===== src/rtl/thread_regfile.sv =====
// ----------------------------------------------------------------------------
// thread_regfile
//   Register file for one thread lane: 16 registers, each DATA_BITS wide.
//   - R0-R12 are general purpose.
//   - R13 follows block_id on every enabled cycle (%blockIdx).
//   - R14 is the constant THREADS_PER_BLOCK (%blockDim).
//   - R15 is the constant THREAD_ID (%threadIdx).
//
//   In REQUEST the rs/rt operands are latched from the register contents
//   before the clock edge. In UPDATE rd is written with the ALU result, the
//   LSU load data or the decoded immediate.
//
//   Optional build macro: REGFILE_ZERO_REG_EN
//   - When defined, R0 always reads as 0 and writes to R0 are dropped.
//
// Ports
//   clk, reset                clock; synchronous active-low reset
//   enable                    lane active; when 0 all state is frozen
//   block_id                  block index, mirrored into R13
//   core_state                core pipeline state; REQUEST and UPDATE are used
//   decoded_rs/rt/rd_address  source and destination register indices
//   decoded_reg_write_enable  the current instruction writes rd
//   decoded_reg_input_mux     00=ALU, 01=LSU, 10=immediate, 11=reserved
//   decoded_immediate         CONST immediate
//   alu_out, lsu_out          writeback sources
//   rs, rt                    registered operands
// ----------------------------------------------------------------------------
module thread_regfile #(
   parameter int DATA_BITS         = 8,
   parameter int THREADS_PER_BLOCK = 4,
   parameter int THREAD_ID         = 0
) (
   input  logic                 clk,
   input  logic                 reset,
   input  logic                 enable,
   input  logic [7:0]           block_id,
   input  logic [2:0]           core_state,
   input  logic [3:0]           decoded_rs_address,
   input  logic [3:0]           decoded_rt_address,
   input  logic [3:0]           decoded_rd_address,
   input  logic                 decoded_reg_write_enable,
   input  logic [1:0]           decoded_reg_input_mux,
   input  logic [DATA_BITS-1:0] decoded_immediate,
   input  logic [DATA_BITS-1:0] alu_out,
   input  logic [DATA_BITS-1:0] lsu_out,
   output logic [DATA_BITS-1:0] rs,
   output logic [DATA_BITS-1:0] rt
);

   typedef enum logic [2:0] {
      ST_IDLE    = 3'b000,
      ST_FETCH   = 3'b001,
      ST_DECODE  = 3'b010,
      ST_REQUEST = 3'b011,
      ST_WAIT    = 3'b100,
      ST_EXECUTE = 3'b101,
      ST_UPDATE  = 3'b110,
      ST_DONE    = 3'b111
   } core_state_e;

   localparam logic [DATA_BITS-1:0] BLOCK_DIM_VAL = DATA_BITS'(THREADS_PER_BLOCK);
   localparam logic [DATA_BITS-1:0] THREAD_ID_VAL = DATA_BITS'(THREAD_ID);

   // Only R0-R13 need storage. R14 and R15 are constants and are supplied
   // directly in the read view below.
   logic [DATA_BITS-1:0] regs_q [0:13];
   logic [DATA_BITS-1:0] regs_d [0:13];
   logic [DATA_BITS-1:0] rs_q, rs_d;
   logic [DATA_BITS-1:0] rt_q, rt_d;

   logic [DATA_BITS-1:0] rf_view [0:15];
   logic [DATA_BITS-1:0] wr_data;
   logic                 wr_ok;

   // Architectural view of all 16 registers as the operand reads see them.
   always_comb begin
      for (int i = 0; i < 14; i++) rf_view[i] = regs_q[i];
      rf_view[14] = BLOCK_DIM_VAL;
      rf_view[15] = THREAD_ID_VAL;
`ifdef REGFILE_ZERO_REG_EN
      rf_view[0]  = '0;
`endif
   end

   // Writeback source select. The reserved mux code suppresses the write.
   always_comb begin
      wr_data = '0;
      wr_ok   = 1'b1;
      case (decoded_reg_input_mux)
         2'b00:   wr_data = alu_out;
         2'b01:   wr_data = lsu_out;
         2'b10:   wr_data = decoded_immediate;
         default: wr_ok   = 1'b0;
      endcase
   end

   always_comb begin
      regs_d = regs_q;
      rs_d   = rs_q;
      rt_d   = rt_q;
      if (enable) begin
         regs_d[13] = DATA_BITS'(block_id);
         if (core_state == ST_REQUEST) begin
            rs_d = rf_view[decoded_rs_address];
            rt_d = rf_view[decoded_rt_address];
         end
         if (core_state == ST_UPDATE && decoded_reg_write_enable && wr_ok) begin
            // Only R0-R12 can be written, so R13-R15 can never be corrupted.
`ifdef REGFILE_ZERO_REG_EN
            for (int i = 1; i < 13; i++)
`else
            for (int i = 0; i < 13; i++)
`endif
               if (decoded_rd_address == 4'(i)) regs_d[i] = wr_data;
         end
      end
   end

   always_ff @(posedge clk) begin
      if (!reset) begin
         for (int i = 0; i < 14; i++) regs_q[i] <= '0;
         rs_q <= '0;
         rt_q <= '0;
      end else begin
         regs_q <= regs_d;
         rs_q   <= rs_d;
         rt_q   <= rt_d;
      end
   end

   assign rs = rs_q;
   assign rt = rt_q;

endmodule


===== config.mk =====
export PLATFORM = sky130hd
export DESIGN_NAME = thread_regfile
export DESIGN_NICKNAME = d
export VERILOG_FILES = /design/src/rtl/thread_regfile.sv
export SDC_FILE = /design/constraint.sdc
export NUM_CORES = 1
export LEC_CHECK = 0
export ABC_CLOCK_PERIOD_IN_PS = 2700
export CELL_PAD_IN_SITES_DETAIL_PLACEMENT = 1
export CELL_PAD_IN_SITES_GLOBAL_PLACEMENT = 1
export CORE_MARGIN = 2
export CORE_UTILIZATION = 51
export CTS_BUF_LIST = sky130_fd_sc_hd__clkbuf_8
export CTS_CLUSTER_SIZE = 30
export DETAILED_ROUTE_END_ITERATION = 16
export PLACE_DENSITY = 0.95
export SETUP_SLACK_MARGIN = 0.5
export SYNTH_ARGS = -nofsm -noshare
export SYNTH_HDL_FRONTEND = slang
export SYNTH_SLANG_ARGS = --single-unit

===== constraint.sdc =====
create_clock -name clk -period 2.7 [get_ports clk]
set_clock_uncertainty 0.1 [all_clocks]
set_input_delay 0.405 -clock clk [delete_from_list [all_inputs] [get_ports clk]]
set_output_delay 0.405 -clock clk [all_outputs]
set_load 0.005 [all_outputs]

==> results of run 1 <==
==> cell families after synthesis <==
family	count (synthesis)
AOI/OAI and AO/OA	169
buffers and inverters	75
DFF	128
muxes	96
and+or+nand+nor	193
==> power by group <==
group / internal (uW) / switching (uW)
logic: 205 / 285
clock network: 922 / 755
registers: 1900 / 11.6
==> per-stage QoR <==
| step | instance area (um2) | util, % | hold slack, ns | setup slack (ns) | cells |
|---|---|---|---|---|---|
| global placement | 7930 | 57.6 | 0.393 | 0.188 | 881 |
| floorplan | 7120 | - | 0.363 | 0.713 | 661 |
| CTS | 8330 | 60.5 | 0.255 | 0.560 | 913 |
| finish | 8330 | 60.5 | 0.278 | 0.578 | 913 |
| global route | 8330 | 60.5 | 0.278 | 0.510 | 913 |
| detailed placement | 7930 | 57.6 | 0.402 | 0.101 | 881 |
==> final timing paths <==
path	endpoint	slack (ns)	cells after the start
hold / removal	regs_q[35]	0.28	2
hold reg to reg	rs[7]	0.41	2
setup / recovery	rt[2]	0.58	6
setup reg to reg	rt[2]	0.86	3
==> per-layer routing <==
metal	routed length [um]	part of all wire [%]	global-route usage, %	up-vias
li1	-	-	-	2628
met1	9320	38	40.4	3153
met2	11900	49	57.1	391
met3	2070	8.5	7.91	104
met4	1180	4.8	18.2	0
met5	0	0	0	-
==> final cells by class <==
type                       instances  area share [%]
multi-input combinational        458            49.4
sequential                       128            30.7
tap                              180            2.70
timing repair buffer             106            12.0
clock buffer                      22            3.63
clock inverter                    10            1.14
inverter                           9           0.405
==> sequential cells by signal, indices dropped and copies added (netlist names) <==
| name | flops |
|---|---|
| rs | 8 |
| rt | 8 |
| regs_q | 112 |
==> critical path, delay by kind of cell <==
kind | cells | cell delay, ns
buf+inv | 2 | 0.83
compound gates | 2 | 0.38
mux | 2 | 0.76
==> placed cells by master, fill, tap and decap left out, types with 4 or more instances in the layout <==
cell / count
o211ai_1: 14
nor2_1: 10
nor4_4: 13
inv_1: 13
buf_4: 35
nor2b_1: 11
clkbuf_8: 22
and3_1: 4
a21o_1: 5
o211a_1: 104
mux2_2: 6
clkdlybuf4s50_1: 66
o221ai_1: 10
dfxtp_1: 128
o21ai_0: 5
mux4_2: 33
nand3_1: 16
or2_2: 4
nor3_1: 10
mux2i_1: 57
a2bb2oi_1: 4
nand2_1: 108
nand2b_1: 7
a221o_1: 5
a2bb2oi_4: 4
==> repair_timing <==
item,CTS,global route
setup buffers,0,0
resized for setup,0,1
setup endpoints to repair,0,1
==> run summary, run 1 <==
The fraction of layout cells with a size suffix above 1 works out to 17.7%. In the routed layout, each cell is associated on average with a via count of 6.87. The detailed router finished its first iteration with 647 violations. The antenna cell count was 0; the multi-input combinational cell area was 0.00412 mm2.

In this run the mean area of a mapped cell was 10.8 um2. The tools report the maximum ir drop on the vdd rail as 0.000364 V. The startpoint identified for the worst register-to-register timing path is regs_q[90]. Compared with the post-synthesis result, the final layout area differs by 17.0%.

Tracing the worst setup path back leads to its startpoint at decoded_rt_address[2]. The tools report the root buffer selected by CTS as clkbuf_8. Number of levels the H-tree was split into: 4.

The net count of the finished layout is 773. The all-layer global routing usage was 34.0%; the number of enable-type register cells in the synthesized netlist was 0. In this run the most critical hold path is launched from reset. The first detailed-routing pass ran for 5 iterations. The highest clock frequency the design can meet was 471 MHz; the remaining antenna violation count after routing was 0. Once detailed placement completed, the half-perimeter wirelength came to 16800 um. Of the total synthesized cell area, the portion taken by XOR and XNOR cells is 0%. The worst setup path is captured at a flop.

Of the post-synthesis cell area, the part taken by muxes is 19.4%. In this run the tool buffered the top-level ports with 68 buffer cells. After clock tree synthesis, the clock-pin slew on the worst setup and hold paths is 0.07 ns. The total clock buffers created by CTS is 17, and the simple-gate share of the synthesized area is 15.5%. Data arrival time of the critical path: 2.37 ns. The total overflow left after global routing is 0. The fraction of synthesis flops using an asynchronous set or reset pin is 0%.

By count the netlist is led by dfxtp_1, nand2_1, o211a_1, mux2i_1, mux4_2. After Yosys synthesis, full adders, half adders and majority gates account for 0% of the synthesized area. TritonCTS built the clock tree. The post-synthesis sequential element count is 128, and the floorplan die height is 122 um. The die width works out to 122 um. The netlist uses 48 different library cells.

The worst setup path is launched from a primary input. The logs give 714 for the net count after synthesis and 4080 uW for the power after layout. The run finished with clean final reports. The run gives 0 as the number of setup violations in the final report. Setup repair after global routing left no endpoint under its margin. Walking the worst path, the cells encountered are clkdlybuf4s50_1 -> buf_6 -> mux2i_1 -> o21ai_0 -> mux4_2 -> a31o_1. Synthesis handed over a netlist of 661 instances. The tools report the total of warnings raised by yosys as 0. The tools report the netlist area before placement as 0.00712 mm2. The logs give 63.0% for the tightest slew margin relative to the limit and 53 for the pin count of the biggest net entering global routing. The tools report the final routed wirelength across all metal layers as 24500 um. The reported max-cap violation count was 0; the leakage power was 0.00431 uW.

Across the whole layout, storage elements account for 0.00256 mm2. By area the synthesized netlist is led by dfxtp_1, o211a_1, mux4_2. No sink is reached through more buffers than the 2 on the longest clock path. The most common flop cell mapped by yosys is dfxtp_1. The clock latency at the later pin of the worst-skew pair is 0.46 ns, and the total via count after detailed routing is 6276. Counting the fill cells in the layout gives 1476. For the pin with the worst max-slew slack, the measured transition is 0.555 ns.

In this design, the stage delay of the slowest critical-path cell is 0.55 ns. The share of synthesized area in the top cell type comes to 36.0%. The cell taking the most area after synthesis is dfxtp_1. The initial utilization of the core area, before any placement, comes to 51.7%. After floorplanning, the core was divided into 43 placement rows. Most frequent cell after synthesis: dfxtp_1. The main combinational cell family by area after synthesis is compound AO/OA/AOI/OAI gates. The power per standard cell area is 489 mW/mm2. Sequential cells were found to cover 36.0% of the synthesized design area. The number of antenna violations at the first check in global routing was 0. The tools report the total negative slack as 0 ns. On the critical path, the stage with the largest delay is an instance of clkdlybuf4s50_1. The area inside the core boundary is 0.0138 mm2. Maximum fanout encountered on the critical timing path: 24. The critical path is of the primary input to flop type.

The worst hold path belongs to the class primary input to flop. The average detailed-routed wire length per instance was 26.8 um; the number of I/O pins was 69. The shortest clock period the worst path allows after layout came out at 2.12 ns.

The clock net in this run drives a total of 128 sinks. The final count of pins violating max slew came out at 0. In the routed design, unresolved DRC markers number 0. The number of global-route vias before repair is 6568, and the final cycle utilization of the critical path is 78.6%. The die covers 0.0149 mm2.

The count of final hold-check violations came out at 0. For the worst setup path, the data required time is 2.95 ns. The first global-routing pass estimated 37800 um of wire. The post-synthesis compound-gate area fraction works out to 22.9%. Hold repair after CTS inserted 0 buffers. The final weighted congestion of routability-driven global placement came out at 0.904.
Note: power is estimated with default switching activity, not from simulation.
==> inputs of run 2 (changes only) <==
--- a/config.mk
+++ b/config.mk
@@ -5,15 +5,15 @@
 export SDC_FILE = /design/constraint.sdc
 export NUM_CORES = 1
 export LEC_CHECK = 0
-export ABC_CLOCK_PERIOD_IN_PS = 2700
+export ABC_CLOCK_PERIOD_IN_PS = 1900
 export CELL_PAD_IN_SITES_DETAIL_PLACEMENT = 1
 export CELL_PAD_IN_SITES_GLOBAL_PLACEMENT = 1
 export CORE_MARGIN = 2
-export CORE_UTILIZATION = 51
+export CORE_UTILIZATION = 43
 export CTS_BUF_LIST = sky130_fd_sc_hd__clkbuf_8
 export CTS_CLUSTER_SIZE = 30
 export DETAILED_ROUTE_END_ITERATION = 16
-export PLACE_DENSITY = 0.95
+export PLACE_DENSITY = 0.91
 export SETUP_SLACK_MARGIN = 0.5
 export SYNTH_ARGS = -nofsm -noshare
 export SYNTH_HDL_FRONTEND = slang
==> constraint.sdc (replaced) <==
create_clock -name clk -period 1.9 [get_ports clk]
set_clock_uncertainty 0.1 [all_clocks]
set_input_delay 0.285 -clock clk [delete_from_list [all_inputs] [get_ports clk]]
set_output_delay 0.285 -clock clk [all_outputs]
set_load 0.005 [all_outputs]
==> run 2 against run 1 <==
Combinational power increased by 99%. Cell count increased by 15%. Final area increased by 19%. Register-to-register slack got worse by 0.79 ns. Sequential power increased by 42%. Non-clock buffer count increased by 98. Sequential cell count unchanged. Critical path type is now flop to flop.
==> run summary, run 2 (synthesized netlist as in run 1, its figures left out) <==
The run finished with clean final reports. For the die area, the log shows 0.0176 mm2 (+18%). The cell sitting at the root of the clock tree is a clkbuf_8. The clock sink count is 128 (unchanged). The logs give 15600 um (+30%) for the wire length on met2 and 45900 um (+21%) for the global-route wire length before repair. The most critical setup path has its startpoint at regs_q[10].

Switching power share of the total: 28.0% (+2.2 points). The logs give 0 ns (unchanged) for the total negative slack and 0 (unchanged) for the count of hold-fix buffers inserted at cts. For the number of I/O pins, the log shows 69 (unchanged). The tightest slew margin relative to the limit was 56.4% (-6.6 points).

Power per standard cell area: 645 mW/mm2 (+32%). Walking the worst path, the cells encountered are mux2i_2 -> a21oi_1 -> mux4_2 -> a31o_1. The number of setup violations in the final report was 0 (unchanged).

Actual transition at the worst max-transition pin: 0.649 ns (+0.0938 ns). The final count of pins violating max slew was 0 (unchanged); the layout overhead on the synthesized area was 39.6%. The run gives 0.000426 V (+17%) as the maximum ir drop on the vdd rail. For the pin count of the biggest net entering global routing, the log shows 60 (+13%).

The run gives 0 (unchanged) as the remaining antenna violation count after routing. The number of detailed-route iterations in the first pass is 5 (unchanged). The total clock buffers created by CTS is 17 (unchanged), and the number of antenna violations at the first check in global routing is 0 (unchanged). The top cell types in the final layout, fill and taps aside, are nand2_1, o211a_1, buf_4.

TritonCTS built the clock tree. The critical path start-end classification is flop to flop. The maximum fanout encountered on the critical timing path was 3 (-88%). The detailed-route wire length on metal 1 came out at 11700 um (+26%). The final weighted congestion of routability-driven global placement was 0.923 (+2.1%); the remaining global-route overflow was 0 (unchanged). The tools report the net switching power as 1790 uW (+71%). For the required time at the endpoint of the critical path, the log shows 2.16 ns (-0.79 ns).

Least setup slack across all paths after layout: 0.0667 ns (-0.511 ns). The count of final hold-check violations is 0 (unchanged), and the number of nets at the end of the flow is 872 (+13%). The run gives 6410 uW (+57%) as the power after layout.

The data arrival time of the critical path is 2.09 ns (-0.28 ns). The tools report the effective utilization at floorplan as 43.4% (-8.3 points). The total via count after detailed routing was 7222 (+15%). Ranked by flip-flop count, first place goes to regs_q. The number of global-route vias before repair came out at 7332 (+12%). The startpoint of the worst hold path was reset. The number of remaining DRC errors is 0 (unchanged). The clock input transition at the sequential cells of the worst setup and hold paths is 0.09 ns (+0.02 ns), and the worst slack after detailed placement is -0.593 ns (-0.694 ns). The class of the worst hold path is primary input to flop. The highest metal layer carrying signal wires in the routed design is met4. On the critical path, the stage with the largest delay is an instance of mux4_2. Critical path's largest stage delay: 0.52 ns (-0.03 ns). For the finished layout, the period the worst path requires is 1.83 ns.

The cell family with the largest share of critical-path delay is multiplexers. The startpoint identified for the worst register-to-register timing path is regs_q[10]. The logs give 0 (unchanged) for the reported max-cap violation count and 47 (+9.3%) for the number of cell rows.

For the filler cell count in the final layout, the log shows 1644 (+11%). The logs give 0.48 ns (+0.02 ns) for the clock latency at the later pin of the worst-skew pair and 840 (+30%) for the violation count after the first detailed-route iteration. Half-perimeter wire length after placement: 16900 um (+0.70%).

The die width was 133 um (+8.6%); the floorplan die height was 133 um (+8.6%). The tools report the total length of routed met3 wires as 3200 um (+55%). The logs give 0.0164 mm2 (+19%) for the area inside the core boundary and 4 (unchanged) for the number of levels the H-tree was split into. The tools report the maximum buffer depth of the clock tree as 2 (unchanged). The antenna cell count was 0 (unchanged); the number of buffers added on ports was 68 (unchanged). The all-layer global routing usage was 34.6% (+0.57 points). The final cycle utilization of the critical path came out at 96.5%. The run gives 15.2% (+3.2 points) as the part of the total power dissipated in combinational logic. The fraction of layout cells with a size suffix above 1 came out at 43.4% (+26 points).

The number of vias per cell after detailed routing is 6.87 (-0.13%), and the average detailed-routed wire length per instance is 31.6 um (+18%). The worst setup path is launched from a flop. For the highest clock frequency the design can meet, the log shows 545 MHz.

Flip-flop count of the largest register, all copies and words added: 112 (unchanged). The sequential fraction of design power is 42.3% (-4.6 points), and the critical path buffer and inverter count is 0 (-2). For the final routed wirelength across all metal layers, the log shows 33200 um (+36%). STA classifies the critical path endpoint as a flop.

The run gives 0.00507 uW (+18%) as the leakage power. For the cell-internal power, the log shows 4620 uW (+53%). Portion of total power attributed to the clock network: 42.5% (+1.4 points).

Setup repair after global routing could not meet its margin everywhere.
## run 2: layer usage
layer | global-route usage [%] | vias up
met3 | 8.85 | 223
li1 | - | 2842
met2 | 57.3 | 593
met5 | 0 | -
met1 | 40.0 | 3564
met4 | 21.7 | 0
## run 2: power groups by stage
stage               clock network [uW]  logic, uW  registers [uW]
floorplan                            0        469            2770
global placement                     0        744            2770
detailed placement                   0        775            2780
CTS                               2670        863            2710
global route                      2830       1000            2720
finish                            2730        975            2710
## run 2: final cells by class
cell class                      instances  area (um2)  area share, %
Clock buffer                           18         248           2.49
Clock inverter                         14         189           1.90
Inverter                                9        38.8          0.390
Multi-Input combinational cell        459        4490           45.1
Sequential cell                       128        2620           26.4
Tap cell                              220         275           2.77
Timing Repair Buffer                  204        2080           20.9
## run 2: final timing paths
check,endpoint,slack (ns),cells after the start
setup / recovery,rt[2],0.07,4
hold / removal,regs_q[20],0.14,2
setup reg to reg,rt[2],0.07,4
hold reg to reg,rt[7],0.40,2
## run 2: what timing repair did
item                                    CTS  global route
setup buffers                            38            14
resized for setup                       185            79
endpoints found under the setup margin  136            74
gates cloned                              5             0
pin swaps                                13            14
## run 2: through the flow
stage / hold WS [ns] / std cells / area [um2] / util, %
after floorplan: 0.354 / 661 / 7370 / -
after global placement: 0.373 / 963 / 8630 / 52.6
after detailed placement: 0.394 / 963 / 8630 / 52.6
after CTS: 0.105 / 1038 / 9720 / 59.2
after global routing: 0.135 / 1052 / 9950 / 60.6
final: 0.143 / 1052 / 9950 / 60.6
## run 2: worst register-to-register path, stage by stage (launching register included)
cell,delay [ns]
dfxtp_1,0.39
mux2i_2,0.35
a21oi_1,0.16
mux4_2,0.52
a31o_1,0.20
==> RTL edit, RTL diff (flow settings as in run 2) <==
Add a define of `REGFILE_ZERO_REG_EN`.
--- a/src/rtl/thread_regfile.sv
+++ b/src/rtl/thread_regfile.sv
@@ -27,2 +27,4 @@
 // ----------------------------------------------------------------------------
+`define REGFILE_ZERO_REG_EN
+
 module thread_regfile #(
Behaviour: not the same (a bounded check fails within 4 cycles, from zero or initial values and one cycle with reset low).
==> RTL edit against run 2 <==
Sequential cell count decreased by 8; die area fell by 9.3%; via count shrank 3.2%; worst setup slack improved by 0.19 ns; clock power down 13%; global-route usage grew 1.3 points; routed wire length decreased by 6.8%; cell count shrank 3.3%; design area shrank 5.2%; area after synthesis fell by 9.6%; power down 9.1%; worst hold slack improved by 0.11 ns; critical path depth unchanged; critical endpoint is now rt[3].
==> RTL edit: results (changes against run 2) <==
Outcome
  • Status: finished clean

Global route
  • Largest net degree at the start of global routing: 72 (+20%)
  • Met3 usage: 7.84% (-1.0 points)
  • GR Layer Usage met1: 40.0% (-0.048 points)
  • Met2 Use GR: 62.1% (+4.8 points)
  • GRT Total Usage: 35.8% (+1.3 points)
  • Vias in the first global route: 7,200 (-1.8%)
  • GR Overflow Total: 0 (unchanged)
  • First-pass GRT wire length: 43.2 mm (-5.7%)

Final layout
  • Share of cells above drive strength 1: 45.9% (+2.5 points)
  • Largest register FFs: 104 (-7.1%)
  • Non-filler cells, final: 1,017 (-3.3%)

Power and ir drop
  • Cell Int Power: 4.16 mW (-10%)
  • Leakage Power: 4.88 nW (-3.7%)
  • Clock Power Share: 40.6% (-1.9 points)
  • Maximum vdd drop: 0.474 mV (+11%)
  • Logic gate share of total power: 15.6% (+0.4 points)
  • Power per Cell Area: 618 nW/um^2 (-4.1%)

Critical path
  • Worst r2r src: regs_q[51]
  • Critical path endpoint: rt[3]
  • Crit-path max cell delay: 0.53 ns
  • CP Data Arrival Time: 1.90 ns (-0.19 ns)
  • Reg2reg end: rt[3]

Route
  • First-iteration detailed-routing DRC count: 766 (-8.8%)
  • Length of routed met2 wiring: 15.0 mm (-3.8%)
  • Number of vias per cell: 6.88 (+0.18%)
  • Metal-1 WL: 10.9 mm (-6.6%)
  • Met3 wire length: 2.51 mm (-22%)

Yosys
  • Synth cell count leaders: 127 x nand2_1, 120 x dfxtp_1, 96 x o211a_1
  • Net Count, Synth: 708 (-0.84%)
  • Synth area leaders: dfxtp_1 37%, o211a_1 15%, nand2_1 7.4%
  • Cells after Synth: 655 (-0.91%)
  • Register area share after synthesis: 37.3% (+1.3 points)
  • Ys Warns: 0 (unchanged)
  • Post-synth cell types: 43 (-10%)

Place
  • Post-Place Cells: 933 (-3.1%)
  • Placer Congestion: 0.961 (+4.1%)
  • Dpl cell area: 8120 um^2 (-6.0%)
  • Placement Setup Slack: -0.521 ns (+0.0718 ns)
  • Post-DP HPWL: 17.1 mm (+1.5%)

Timing
  • Fmax: 610 MHz (+12%)
  • Slew HR: 66.7% (+10 points)
  • Hold Worst Slack: 0.257 ns (+0.114 ns)

Clock network
  • Post-CTS Resized: 183 (-1.1%)

Hold path
  • Hold Path Sink: rs[6]
-- RTL edit: cell count changes after synthesis, sizes merged, moves of 14 or more --
cell | before | now
mux2i | 57 | 36
mux2 | 6 | 26
mux4 | 33 | 18
nand2 | 108 | 128
nor2 | 10 | 38
a21oi | 3 | 17
-- RTL edit: cells by family (layout without fill, tap and decap cells) --
| group | Yosys count | after routing | share of synthesized area [%] |
|---|---|---|---|
| buffers and inverters | 64 | 242 | 5.15 |
| DFF | 120 | 120 | 37.3 |
| and+or+nand+nor | 201 | 201 | 15.3 |
| muxes | 80 | 80 | 16.4 |
| AOI/OAI and AO/OA | 190 | 190 | 25.8 |
-- RTL edit: area by class of cell --
type	instances	area [um^2]
Fill cell	1521	5160
Multi-Input combinational cell	471	4170
Sequential cell	120	2450
Timing Repair Buffer	206	2180
Clock buffer	19	262
Tap cell	184	230
Clock inverter	13	130
Inverter	4	15.0
